$ cat src/rtl/fetch_pkg.sv
// Shared types and constants for the instruction fetch controller.
// Holds the FSM state encoding, default sizing and the retired-count helper.
package fetch_pkg;

    typedef enum logic [1:0] {
        IDLE = 2'd0,
        RUN  = 2'd1,
        DONE = 2'd2
    } fetch_state_t;

    localparam int DEF_D = 12;
    localparam int DEF_B = 8;
    localparam int CNT_W = 16;

    // Retired-instruction counter sticks at all-ones instead of wrapping.
    function automatic logic [CNT_W-1:0] sat_inc(input logic [CNT_W-1:0] value);
        return (value == {CNT_W{1'b1}}) ? value : value + 1'b1;
    endfunction

endpackage

$ cat src/rtl/fetch_ctrl.sv
// Program-counter sequencer: launches a run from address 0, follows branches,
// honours stalls, and stops on halt while counting retired instructions.
module fetch_ctrl
    import fetch_pkg::*;
#(
    parameter int D = DEF_D,
    parameter int B = DEF_B
) (
    input  logic                 clk,
    input  logic                 reset,
    input  logic                 start,
    input  logic                 stall,
    input  logic                 halt_req,
    input  logic                 branch_en,
    input  logic [$clog2(B)-1:0] branch_idx,
    input  logic [D-1:0]         branch_table [B],
    output logic [D-1:0]         prog_ctr,
    output logic                 fetch_valid,
    output logic                 done,
    output logic [CNT_W-1:0]     instr_count
);

    fetch_state_t     state_reg, state_next;
    logic [D-1:0]     pc_reg, pc_next;
    logic [CNT_W-1:0] cnt_reg, cnt_next;

    always_ff @(posedge clk or posedge reset) begin
        if (reset) begin
            state_reg <= IDLE;
            pc_reg    <= '0;
            cnt_reg   <= '0;
        end else begin
            state_reg <= state_next;
            pc_reg    <= pc_next;
            cnt_reg   <= cnt_next;
        end
    end

    always_comb begin
        state_next = state_reg;
        pc_next    = pc_reg;
        cnt_next   = cnt_reg;
        case (state_reg)
            IDLE, DONE: begin
                // A stall alongside start is honoured from the first RUN cycle.
                if (start) begin
                    state_next = RUN;
                    pc_next    = '0;
                    cnt_next   = '0;
                end
            end
            RUN: begin
                if (!stall) begin
                    cnt_next = sat_inc(cnt_reg);
                    if (halt_req) begin
                        state_next = DONE;
                    end else if (branch_en) begin
                        pc_next = branch_table[branch_idx];
                    end else begin
                        pc_next = pc_reg + 1'b1;
                    end
                end
            end
            default: begin
                state_next = IDLE;
                pc_next    = '0;
                cnt_next   = '0;
            end
        endcase
    end

    assign prog_ctr    = pc_reg;
    assign instr_count = cnt_reg;
    assign done        = (state_reg == DONE);
    assign fetch_valid = (state_reg == RUN) && !stall;

endmodule

$ cat config.mk
export PLATFORM = sky130hd
export DESIGN_NAME = fetch_ctrl
export DESIGN_NICKNAME = d
export VERILOG_FILES = /design/src/rtl/fetch_pkg.sv /design/src/rtl/fetch_ctrl.sv
export SDC_FILE = /design/constraint.sdc
export NUM_CORES = 1
export LEC_CHECK = 0
export CORE_ASPECT_RATIO = 1.2
export CORE_MARGIN = 1.5
export CORE_UTILIZATION = 41
export CTS_CLUSTER_SIZE = 40
export DETAILED_ROUTE_END_ITERATION = 12
export PLACE_DENSITY = 0.82
export SYNTH_ARGS = -nofsm -noshare
export SYNTH_HDL_FRONTEND = slang
export SYNTH_SLANG_ARGS = --single-unit
$ cat constraint.sdc
create_clock -name clk -period 2.1 [get_ports clk]
set_clock_uncertainty 0.1 [all_clocks]
set_input_delay 0.42 -clock clk [delete_from_list [all_inputs] [get_ports clk]]
set_output_delay 0.42 -clock clk [all_outputs]
set_load 0.02 [all_outputs]
After elaboration in Yosys (flattened, before gate mapping)
Cells that the tools add are included.
Widths: inputs -> output; s select.
Operators by class
  add/subtract/negate cells: 2
  multipliers: 0
  divide/modulo/power cells: 0
  order comparisons: 1
  equality and inequality tests: 8
  shift operators: 0
  multiplexer cells: 16
  bitwise gates (word level): 1
  reduce and logical (&&, ||, !) cells: 7
Operators by type and width (count)
  $mux 12: 6
  $mux 16: 3
  $bmux 12 s3: 1
  $pmux 16 s2: 1
  $pmux 12 s2: 1
  $add 16x1->16 const B: 1
  $eq 16x16->1 const B: 1
  $add 12x1->12 const B: 1
  $ne 2x2->1 const B: 5
  $reduce_and 3->1: 3
  $mux 2: 3
  $ge 4x4->1 const B: 1
  $not 3->4: 1
  $pmux 2 s2: 1
  $eq 2x1->1 const B: 1
  $eq 2x2->1 const B: 1
  $logic_not 2->1: 1
  $reduce_or 2->1: 1
  $logic_and 1x1->1: 1
  $logic_not 1->1: 1
Storage, ports and cells
  bits in registers: 30
  bits in latches: 0
  memory bits (writable): 0
  ROM bits: 0
  input port bits: 105
  output and inout port bits: 30
  logic and storage cells: 38
  memories: 0

Logic depth before layout (Yosys ltp)
  word-level depth: 8
  depth in mapped cells: 7
  mapped depth without buffers: 5

Worst setup path before layout
Ideal clock, no wire load.
  kind: register to register
  from: register cnt_reg[0] (netlist: instr_count[0])
  to: register cnt_reg[10] (netlist: instr_count[10])
  arrival time: 1.737 ns
  setup slack: 0.142 ns
  cell stages (with the launch flop): 6
  buffers on the path: 0
  period minus slack after synthesis: 1.958 ns
  path through: dfrtp_1 > ha_1 > nand4_1 > nor3_2 > a21oi_1 > a32o_1
On the way
  longest elaborated chain between the ends: 4
  elaborated cells on any way between the ends: 7
  classes of those cells: add/sub: 1; eq/ne: 2; mux: 3; reduce/logical: 1
Ends and longest elaborated chain
  start, declared: RTL line fetch_ctrl.sv:25  | logic [CNT_W-1:0] cnt_reg, cnt_next;
  start signal, assigned: RTL line fetch_ctrl.sv:35  | cnt_reg <= cnt_next;
  $add 16x1->16: RTL line fetch_pkg.sv:17  | return (value == {CNT_W{1'b1}}) ? value : value + 1'b1;
  $mux 16: RTL line fetch_pkg.sv:17
  $mux 16: RTL line fetch_ctrl.sv:53  | if (!stall) begin
  $pmux 16 s2: RTL line fetch_ctrl.sv:43  | case (state_reg)
Parallel ways exist; a longest one is shown, timed or not. The select of a mux whose other input is x is not followed.
A chain may end at the register's enable or synchronous reset.

Final worst setup path
  from: register state_reg[0]
  to: output port done
On the way
  longest elaborated chain between the ends: 1
Ends and longest elaborated chain
  start, declared: RTL line fetch_ctrl.sv:23  | fetch_state_t state_reg, state_next;
  start signal, assigned: RTL line fetch_ctrl.sv:33  | state_reg <= state_next;
  $eq 2x2->1: RTL line fetch_ctrl.sv:74  | assign done = (state_reg == DONE);
  end, declared: RTL line fetch_ctrl.sv:19  | output logic done,
Every way passes these cells.

==> out/results.txt <==
The flow ran to the end, and the final reports show no timing, DRC or antenna violations. The cell with the biggest individual delay on the critical path was clkdlybuf4s50_1. After floorplanning, the core was divided into 31 placement rows. The tools report the max capacitance violation total as 0. The detail route stage leaves a number of antenna-violating nets equal to 0. Dividing the detail-routed via count by the number of cells gives 5.939.

Static leakage: 1.759 nW. The data arrival time at the worst-slack endpoint was 1.49 ns. The detailed router finished its first iteration with 226 violations. The number of placed instances, taps included, is 480. The sequential element share of the synthesized area came out at 28.65%.

Of all nets on the critical path, the largest fanout is 8. The headroom to the max-slew limit was 56.48%; the number of nets in the finished design was 516. Setup repair after global routing left no endpoint under its margin.

The largest single stage delay on the critical path is 0.60 ns. Clock-pin slew was measured on the worst setup and hold paths at 0.07 ns. The endpoint type of the worst setup path is a primary output. The clock reaches the later pin of the worst-skew pair after 0.29 ns.

From bottom edge to top edge, the die measures 90.57 um. Summed over its instances, the top area cell type makes up 28.65% of the synthesized netlist area. The number of antenna violations at the first check in global routing was 0. The number of slew-limit violations in the final report was 0.

The total global routing track utilization is 27.21%, and the placeable core region is 6090 sq um. After synthesis, the cell types taking the most area are dfrtp_1 (29%), mux4_2 (20%), mux2i_1 (5.3%), nand3_1 (3.2%), nor2_1 (2.9%). Traced cell by cell, the critical path runs through nor2b_1, clkdlybuf4s50_1. The run gives 54 as the post-synthesis cell type count. Entering global routing, the biggest net connects 31 pins.

Summing all multi-input logic gate instances after layout gives 1730 sq um. Counting the buffers created by CTS gives 5. The worst-case setup margin in the final layout was 0.08724 ns; the die extent in x was 75.98 um.

Root buffer cell: clkbuf_8. The number of failing setup endpoints in the final timing report came out at 0. Counting flops and latches in the post-synthesis netlist gives 30. Fraction of registers with async set/reset: 100.0%. The type of the worst setup path was flop to primary output. The run gives 2 as the maximum buffer depth of the clock tree. The tools report the startpoint type of the worst setup path as a flop. Leaving out fill and tap cells, the most frequent cell in the layout is clkdlybuf4s50_1. The post-synthesis net count came out at 359. The worst hold path belongs to the class primary input to asynchronous set/reset pin.

At the placement stage, the worst setup path has a slack of -0.2605 ns. Fill cells in the final layout number 432. Summed over all layers, the global routing overflow is 0.

For this configuration, the core starts out at a cell density of 43.02%. The sink count of the clock tree is 30, and the number of global-route vias before repair is 2965. The post-route DRC violation count is 0, and the number of enable flip-flop cells after synthesis is 0. Data on the critical path is required at its endpoint by 1.58 ns. The final clock period utilization by the worst path came out at 95.85%.

TritonCTS built the clock tree. Across the whole layout, storage elements account for 752.0 sq um. The run gives 4 as the number of iterations in the first detailed-routing pass. From synthesis to final layout, the design area changed by 64.95%. The top-level port count is 135. The number of hold violations in the final report is 0, and the post-route non-filler standard cell count is 493. During synthesis, Yosys emitted a total of 0 warnings.

The logs give 0.4023 ns for the final hold slack and 2 for the H-tree depth. The number of buffers and inverters on the critical path was 1. A synthesized cell averages 10.40 sq um.

The final layout contains routed wiring with a total length of 9352 um. Across the VDD grid, the largest voltage drop is 0.3209 mV. Counting every instance in the synthesized netlist gives 252. The count of buffers inserted at the top-level ports was 134; the area of the mapped netlist was 2620 sq um. Dividing total power by cell area gives a power density of 600.4 nW/um^2. Derived from the worst setup path, the maximum achievable clock frequency is 496.8 MHz.

The biggest area contributor in the post-synthesis netlist is dfrtp_1. At the pin with the least slew margin, the transition time is 0.6468 ns. The first global-routing pass estimated 14650 um of wire. In the final routed layout, each cell accounts on average for 18.97 um. In the layout the commonest cells are clkdlybuf4s50_1 (132), dfrtp_1 (29), buf_4 (29). Detailed placement ended at an HPWL of 7566 um.

Main flop type after synthesis: dfrtp_1. The share of layout cells above drive strength 1 was 18.05%. The final weighted congestion in routability-driven placement is 0.8901, and the shortest clock period the worst path allows after layout is 2.013 ns. The dominant delay contributor by cell family on the critical path is buffers and inverters.

The die footprint was 6881 sq um; the via total after detailed routing was 2928. Cells fill 70.97% of the core in the end. The register with the most flip-flops in the layout has 16 of them.
## Yosys cell counts (3+ instances only)
library cell  instances
nor3_1                7
nor4_1                8
mux4_2               23
a21oi_1               6
o22ai_1               6
a211o_1               5
o21ai_0              10
nand2_1              14
a32o_1                3
or3_1                 3
inv_1                 7
nor2b_1               3
buf_4                 4
mux2i_1              14
a221o_1               4
buf_2                 6
o221ai_1              4
dfrtp_1              30
and3_1                4
nand3_1              17
o2bb2ai_1             3
nand4_1               7
nand2b_1              3
nor2_1               20
## layout make-up
type / instances / area share [%]
antenna: 1 / 0.05790
clock buffer: 7 / 1.998
clock inverter: 1 / 0.1158
inverter: 7 / 0.6080
multi-input combinational: 199 / 40.04
sequential: 30 / 17.40
tap: 82 / 2.374
timing repair buffer: 166 / 37.41
## per-layer routing
layer	global-route usage, %	wire length, um	share of wire (%)
met3	5.657	595	6.4
met4	9.568	271	2.9
met5	0	0	0
met2	53.38	5291	57
met1	28.15	3193	34
## worst paths after layout
check | cells past startpoint | to | from | slack (ns)
worst max-delay path | 2 | done | state_reg[0]$_DFFE_PP0P_ | 0.09
worst min-delay path | 3 | instr_count[2]$_DFFE_PP0P_ | reset | 0.40
worst max register to register | 4 | prog_ctr[7]$_DFFE_PP0P_ | prog_ctr[2]$_DFFE_PP0P_ | 0.22
worst min register to register | 1 | prog_ctr[6]$_DFFE_PP0P_ | prog_ctr[6]$_DFFE_PP0P_ | 0.47
max in group asynchronous | 3 | state_reg[0]$_DFFE_PP0P_ | reset | 1.18
min in group clk | 1 | prog_ctr[6]$_DFFE_PP0P_ | prog_ctr[6]$_DFFE_PP0P_ | 0.47
## what timing repair did
action | CTS | global route
setup endpoints to repair | 5 | 11
gates cloned | 0 | 1
buffers inserted | 0 | 3
resized for setup | 2 | 3
hold buffers | 0 | 0
## logic make-up (layout without fill, tap and decap cells)
group / Yosys count / count (layout) / share of synthesized area, %
adders and majority gates: 2 / 2 / 0.9550
DFF: 30 / 30 / 28.65
AOI/OAI and AO/OA: 61 / 61 / 18.20
muxes: 40 / 40 / 26.98
and+or+nand+nor: 96 / 96 / 19.82
other: 0 / 1 / 0
buffers and inverters: 23 / 181 / 5.396
## metrics by stage
step | TNS [ns] | cell area (sq um) | power (mW)
after floorplan | 0 | 2620 | 1.486
after detailed placement | -2.889 | 4172 | 2.087
after global routing | 0 | 4319 | 2.730
after CTS | 0 | 4263 | 2.581
after global placement | -2.393 | 4172 | 2.049
final | 0 | 4322 | 2.595
## worst reg2reg max path, stage by stage, from the launching register on
cell and delay [ns]:
dfrtp_1 0.44, nand3_1 0.25, or3_1 0.49, a21o_1 0.20, a211o_1 0.29
## where the power goes
group	internal, mW	leakage [nW]	switching, mW
combinational	0.712	1.30	0.631
clock	0.264	0.0482	0.232
sequential	0.651	0.410	0.104
total	1.63	1.76	0.967
Power figures use the tool's default switching activity.
